`src/rtl/mr_bus_arb.sv`:
```
// Two-master pipelined Wishbone B4 arbiter: whole-CYC ownership, round-robin ties, outstanding-strobe limit.
// Optional ack watchdog enabled by defining MR_BUS_ARB_TIMEOUT_EN.
module mr_bus_arb #(
    parameter int AW      = 30,
    parameter int DW      = 32,
    parameter int MAX_OUT = 4
`ifdef MR_BUS_ARB_TIMEOUT_EN
   ,parameter int TIMEOUT_CYC = 255
`endif
) (
    input  logic          clk,
    input  logic          rst,
    input  logic          a_cyc_i,
    input  logic          a_stb_i,
    input  logic          a_we_i,
    input  logic [AW-1:0] a_adr_i,
    input  logic [DW-1:0] a_dat_i,
    input  logic [DW/8-1:0] a_sel_i,
    output logic          a_ack_o,
    output logic          a_err_o,
    output logic          a_stall_o,
    input  logic          b_cyc_i,
    input  logic          b_stb_i,
    input  logic          b_we_i,
    input  logic [AW-1:0] b_adr_i,
    input  logic [DW-1:0] b_dat_i,
    input  logic [DW/8-1:0] b_sel_i,
    output logic          b_ack_o,
    output logic          b_err_o,
    output logic          b_stall_o,
    output logic          s_cyc_o,
    output logic          s_stb_o,
    output logic          s_we_o,
    output logic [AW-1:0] s_adr_o,
    output logic [DW-1:0] s_dat_o,
    output logic [DW/8-1:0] s_sel_o,
    input  logic          s_ack_i,
    input  logic          s_err_i,
    input  logic          s_stall_i
);
    localparam int CW = $clog2(MAX_OUT + 1);

    typedef enum logic [1:0] {S_IDLE, S_OWN_A, S_OWN_B} state_t;

    state_t        r_state, w_state_nxt;
    logic          r_last, w_last_nxt;     // 0 = A, 1 = B
    logic [CW-1:0] r_outcnt, w_outcnt_nxt;

    logic          w_own, w_is_b, w_full, w_ackev, w_acc, w_tmo;
    logic          w_m_cyc, w_m_stb;
    logic          w_stall, w_ack, w_err;

    assign w_own   = (r_state != S_IDLE);
    assign w_is_b  = (r_state == S_OWN_B);
    assign w_m_cyc = w_is_b ? b_cyc_i : a_cyc_i;
    assign w_m_stb = w_is_b ? b_stb_i : a_stb_i;
    assign w_full  = (r_outcnt == CW'(MAX_OUT));
    assign w_ackev = s_ack_i | s_err_i;
    assign w_acc   = s_stb_o & ~s_stall_i;

`ifdef MR_BUS_ARB_TIMEOUT_EN
    localparam int TW = $clog2(TIMEOUT_CYC + 1);
    logic [TW-1:0] r_tmo, w_tmo_nxt;
    logic          w_tmo_run;

    // Counts only while strobes are outstanding and the slave stays silent.
    assign w_tmo_run = w_own & (r_outcnt != '0) & ~w_ackev;
    assign w_tmo     = w_tmo_run & (r_tmo == TW'(TIMEOUT_CYC - 1));
    assign w_tmo_nxt = (w_tmo_run & ~w_tmo) ? r_tmo + 1'b1 : '0;

    always_ff @(posedge clk or negedge rst) begin
        if (!rst) r_tmo <= '0;
        else      r_tmo <= w_tmo_nxt;
    end
`else
    assign w_tmo = 1'b0;
`endif

    // Slave-side mux and response routing
    always_comb begin
        s_cyc_o   = 1'b0;
        s_stb_o   = 1'b0;
        s_we_o    = 1'b0;
        s_adr_o   = '0;
        s_dat_o   = '0;
        s_sel_o   = '0;
        w_stall   = 1'b1;
        w_ack     = 1'b0;
        w_err     = 1'b0;
        if (w_own) begin
            s_cyc_o = w_m_cyc & ~w_tmo;
            s_stb_o = w_m_cyc & w_m_stb & ~w_full & ~w_tmo;
            s_we_o  = w_is_b ? b_we_i  : a_we_i;
            s_adr_o = w_is_b ? b_adr_i : a_adr_i;
            s_dat_o = w_is_b ? b_dat_i : a_dat_i;
            s_sel_o = w_is_b ? b_sel_i : a_sel_i;
            w_stall = s_stall_i | w_full | w_tmo;
            w_ack   = s_ack_i;
            w_err   = s_err_i | w_tmo;
        end
        a_ack_o   = w_ack & ~w_is_b;
        a_err_o   = w_err & ~w_is_b;
        a_stall_o = w_is_b ? 1'b1 : w_stall;
        b_ack_o   = w_ack & w_is_b;
        b_err_o   = w_err & w_is_b;
        b_stall_o = w_is_b ? w_stall : 1'b1;
    end

    always_comb begin
        w_state_nxt  = r_state;
        w_last_nxt   = r_last;
        w_outcnt_nxt = r_outcnt;
        case (r_state)
            S_IDLE: begin
                if ((a_cyc_i & a_stb_i) && (b_cyc_i & b_stb_i))
                    w_state_nxt = r_last ? S_OWN_A : S_OWN_B;
                else if (a_cyc_i & a_stb_i)
                    w_state_nxt = S_OWN_A;
                else if (b_cyc_i & b_stb_i)
                    w_state_nxt = S_OWN_B;
            end
            S_OWN_A, S_OWN_B: begin
                if (!w_m_cyc || w_tmo) begin
                    w_state_nxt  = S_IDLE;
                    w_last_nxt   = w_is_b;
                    w_outcnt_nxt = '0;
                end else if (w_acc && !w_ackev) begin
                    w_outcnt_nxt = r_outcnt + 1'b1;
                end else if (!w_acc && w_ackev && r_outcnt != '0) begin
                    w_outcnt_nxt = r_outcnt - 1'b1;
                end
            end
            default: w_state_nxt = S_IDLE;
        endcase
    end

    always_ff @(posedge clk or negedge rst) begin
        if (!rst) begin
            r_state  <= S_IDLE;
            r_last   <= 1'b0;
            r_outcnt <= '0;
        end else begin
            r_state  <= w_state_nxt;
            r_last   <= w_last_nxt;
            r_outcnt <= w_outcnt_nxt;
        end
    end

endmodule
```
`config.mk`:
```
export PLATFORM = sky130hd
export DESIGN_NAME = mr_bus_arb
export DESIGN_NICKNAME = d
export VERILOG_FILES = /design/src/rtl/mr_bus_arb.sv
export SDC_FILE = /design/constraint.sdc
export NUM_CORES = 1
export LEC_CHECK = 0
export BUFFER_PORTS_ARGS = -buffer_cell sky130_fd_sc_hd__clkbuf_2
export CAP_MARGIN = 20
export CORE_AREA = 2 2 85 87
export CTS_CLUSTER_DIAMETER = 30
export DETAILED_ROUTE_END_ITERATION = 12
export DIE_AREA = 0 0 87 89
export PLACE_DENSITY_LB_ADDON = 0.08
export SLEW_MARGIN = 20
export SYNTH_ARGS = -nofsm -noshare
export SYNTH_HDL_FRONTEND = slang
export SYNTH_SLANG_ARGS = --single-unit
```
`constraint.sdc`:
```
create_clock -name clk -period 2.8 [get_ports clk]
set_input_delay 0.14 -clock clk [delete_from_list [all_inputs] [get_ports clk]]
set_output_delay 0.14 -clock clk [all_outputs]
set_load 0.1 [all_outputs]
```
==> flow_metrics.env <==
export IMPL_status="complete, no violations"
export IMPL_post_route_period_util_pct=87.7
export IMPL_grt_pass1_wl_um=9960
export IMPL_core_area_um2=6720
export IMPL_antenna_found_initial=0
export IMPL_grt_max_degree=78
export IMPL_wl_met3_um=687
export IMPL_synth_ff_type="dfrtp_1"
export IMPL_clock_sinks=6
export IMPL_synthXorXnorAreaFrac_pct=0
export IMPL_cts_root_buffer="clkbuf_8"
export IMPL_worstPathRequired_ps=2920
export IMPL_finalSetupTns_ps=0
export IMPL_ff2ff_setup_slack_ps=350
export IMPL_rsz0062_at_grt="false"
export IMPL_yosys_area_top_type="mux2i_1"
export IMPL_ff2ff_path_depth=10
export IMPL_grt_ovfl_total=0
export IMPL_num_rows=30
export IMPL_worstPathArrival_ps=2580
export IMPL_fin_area_um2=2800
export IMPL_drc=0
export IMPL_antenna_cells=0
export IMPL_routed_wl_met2_um=3600
export IMPL_crit_fanout=12
export IMPL_synth_fp_nets=366
export IMPL_ys_seq_area_share_pct=9.49
export IMPL_drive_gt1_share_pct=54.8
export IMPL_dpl_hpwl_um=6010
export IMPL_place_inst=503
export IMPL_async_flop_share_pct=100
export IMPL_finalNonFillerCells=507
export IMPL_synth_top_area_share_pct=44.3
export IMPL_area_growth_syn_to_layout_pct=76.7
export IMPL_antenna_left=0
export IMPL_dpl_instance_area_um2=2750
export IMPL_timing_rr_start="r_state[0]"
export IMPL_place_congestion=0.841
export IMPL_nNetsFinal=575
export IMPL_min_period_ps=2450
export IMPL_synth_area_per_cell_um2=7.19
export IMPL_regArea_um2=150
export IMPL_maxSlewViolCount=0
export IMPL_ys_types=33
export IMPL_die_w_um=87
export IMPL_drt_initial_drc_count=70
export IMPL_hold_violations=0
export IMPL_synthCells=220
export IMPL_muxShareOfSynthArea_pct=45.0
export IMPL_top_layer="met4"
export IMPL_fmaxAchievable_ghz=0.407
export IMPL_io_pins=218
export IMPL_path_class="flip-flop to flip-flop"
export IMPL_fin_skew_ps=4.63
export IMPL_synth_seq_cells=6
export IMPL_wl_met1_um=2760
export IMPL_startpoint_type="flip-flop"
export IMPL_synth_fa_ha_area_share_pct=2.85
export IMPL_wl_um=7080
export IMPL_dp_slack_ps=368
export IMPL_grtUsageTotal_pct=16.0
export IMPL_numCtsBuffers=3
export IMPL_worst_slack_ps=346
export IMPL_path_clk_slew_ps=40
export IMPL_relSlewSlack_pct=48.8
export IMPL_endpoint_kind="flip-flop"
export IMPL_endpoint="r_outcnt[2]"
export IMPL_n_fill_cell=718
export IMPL_syn_area_um2=1580
export IMPL_yosys_warnings=0
export IMPL_routed_via_count=2333
export IMPL_r2r_end="r_outcnt[2]"
export IMPL_die_h_um=89
export IMPL_synthSimpleGateAreaFrac_pct=26.6
export IMPL_cts_resized=0
export IMPL_synth_edff_count=0
export IMPL_port_buffer_count=217
export IMPL_synth_top_family_by_area="multiplexers"
export IMPL_htreeDepth=1
export IMPL_dieArea_um2=7740
export IMPL_vias_per_cell=4.60
export IMPL_setup_violations=0
export IMPL_insertion_delay_ps=230
export IMPL_first_pass_iters=4
export IMPL_postCtsSetupBuffers=0
export IMPL_hold_class="primary input to flip-flop"
export IMPL_synth_compound_area_share_pct=9.57
export IMPL_yosysMostFrequentCell="nor2_1"
export IMPL_grt_pass1_vias=2120
export IMPL_drv_cap=0
export IMPL_start_util_pct=23.6
export IMPL_synthTopCellsByArea="mux2i_1, nor2_1, dfrtp_1, buf_2, clkbuf_1"
export IMPL_worst_pin_slew_ps=768
export IMPL_cts_tree="built"
export IMPL_multi_input_area_um2=1350
export IMPL_cts_buffer_depth=2
export IMPL_wire_per_inst_um=14.0
export IMPL_cp_startpoint="r_state[0]"
export IMPL_synthTopCellsByCount="nor2_1, mux2i_1, clkbuf_1"
sequential cells by signal (all words and copies together), names as in the netlist:
name / flops
r_last: 1
r_state: 2
r_outcnt: 3
per-stage QoR:
step	util [%]	hold WS, ps
finish	41.6	266
global route	41.6	291
CTS	41.6	268
detailed placement	40.9	-16.6
global placement	40.9	-15.2
floorplan	-	-156
cell usage in the layout (no fill, tap or decap), drive strengths merged:
cell type	instances
or3b	1
o21ai	3
dlygate4sd3	1
o211a	1
nand3b	1
mux2i	70
nor3b	2
nor4	3
or3	1
o211ai	3
a31oi	1
dfrtp	6
a2bb2oi	1
o21a	1
o2111ai	1
nand2	6
or2	1
and3b	3
buf	5
fa	1
clkbuf	219
nand3	1
o221a	1
and3	3
o221ai	1
ha	2
nor2	73
o311ai	1
o32ai	3
and2	1
mux2	1
inv	7
a21oi	2
worst max-delay path, stage by stage, from the launching register on:
cell	delay, ps
dfrtp_1	350
inv_1	130
ha_4	270
and3b_1	240
o211ai_1	280
inv_1	110
fa_1	360
inv_1	80
o2111ai_1	130
o21a_1	150
o311ai_1	240
worst min path at each step:
stage             from     endpoint  slack (ps)  depth (start not counted)
6_report       a_stb_i   r_state[0]         270                          3
5_1_grt            rst  r_outcnt[2]         290                          2
4_1_cts        a_stb_i   r_state[0]         270                          3
3_5_place_dp       rst  r_outcnt[2]         -20                          1
3_3_place_gp       rst  r_outcnt[2]         -20                          1
2_1_floorplan      rst       r_last        -160                          0
final cells by class:
type | instances | share of cell area (%)
Multi-Input combinational cell | 189 | 48.3
Timing Repair Buffer | 222 | 40.4
Sequential cell | 6 | 5.37
Tap cell | 80 | 3.58
Clock buffer | 3 | 1.48
Inverter | 7 | 0.940
logic make-up after synthesis:
family	Yosys count
AND/OR/NAND/NOR	96
buffers and inverters	25
multiplexers	71
AO/OA/AOI/OAI	19
adder cells (fa/ha/maj)	3
flip-flops	6
per-layer routing:
layer | vias to the layer above | track usage [%]
met4 | 0 | 2.56
met3 | 4 | 2.12
met2 | 146 | 29.7
met1 | 998 | 20.0
met5 | - | 0
li1 | 1185 | -
what timing repair did:
action | 4_1_cts | 5_1_grt
hold buffers | 1 | 0
hold endpoints to repair | 6 | 0
endpoints found under the setup margin | 0 | 0
Power is left out: the tool's default activity adds up to more than one toggle a clock period on the data nets, which glitch-free logic cannot reach.
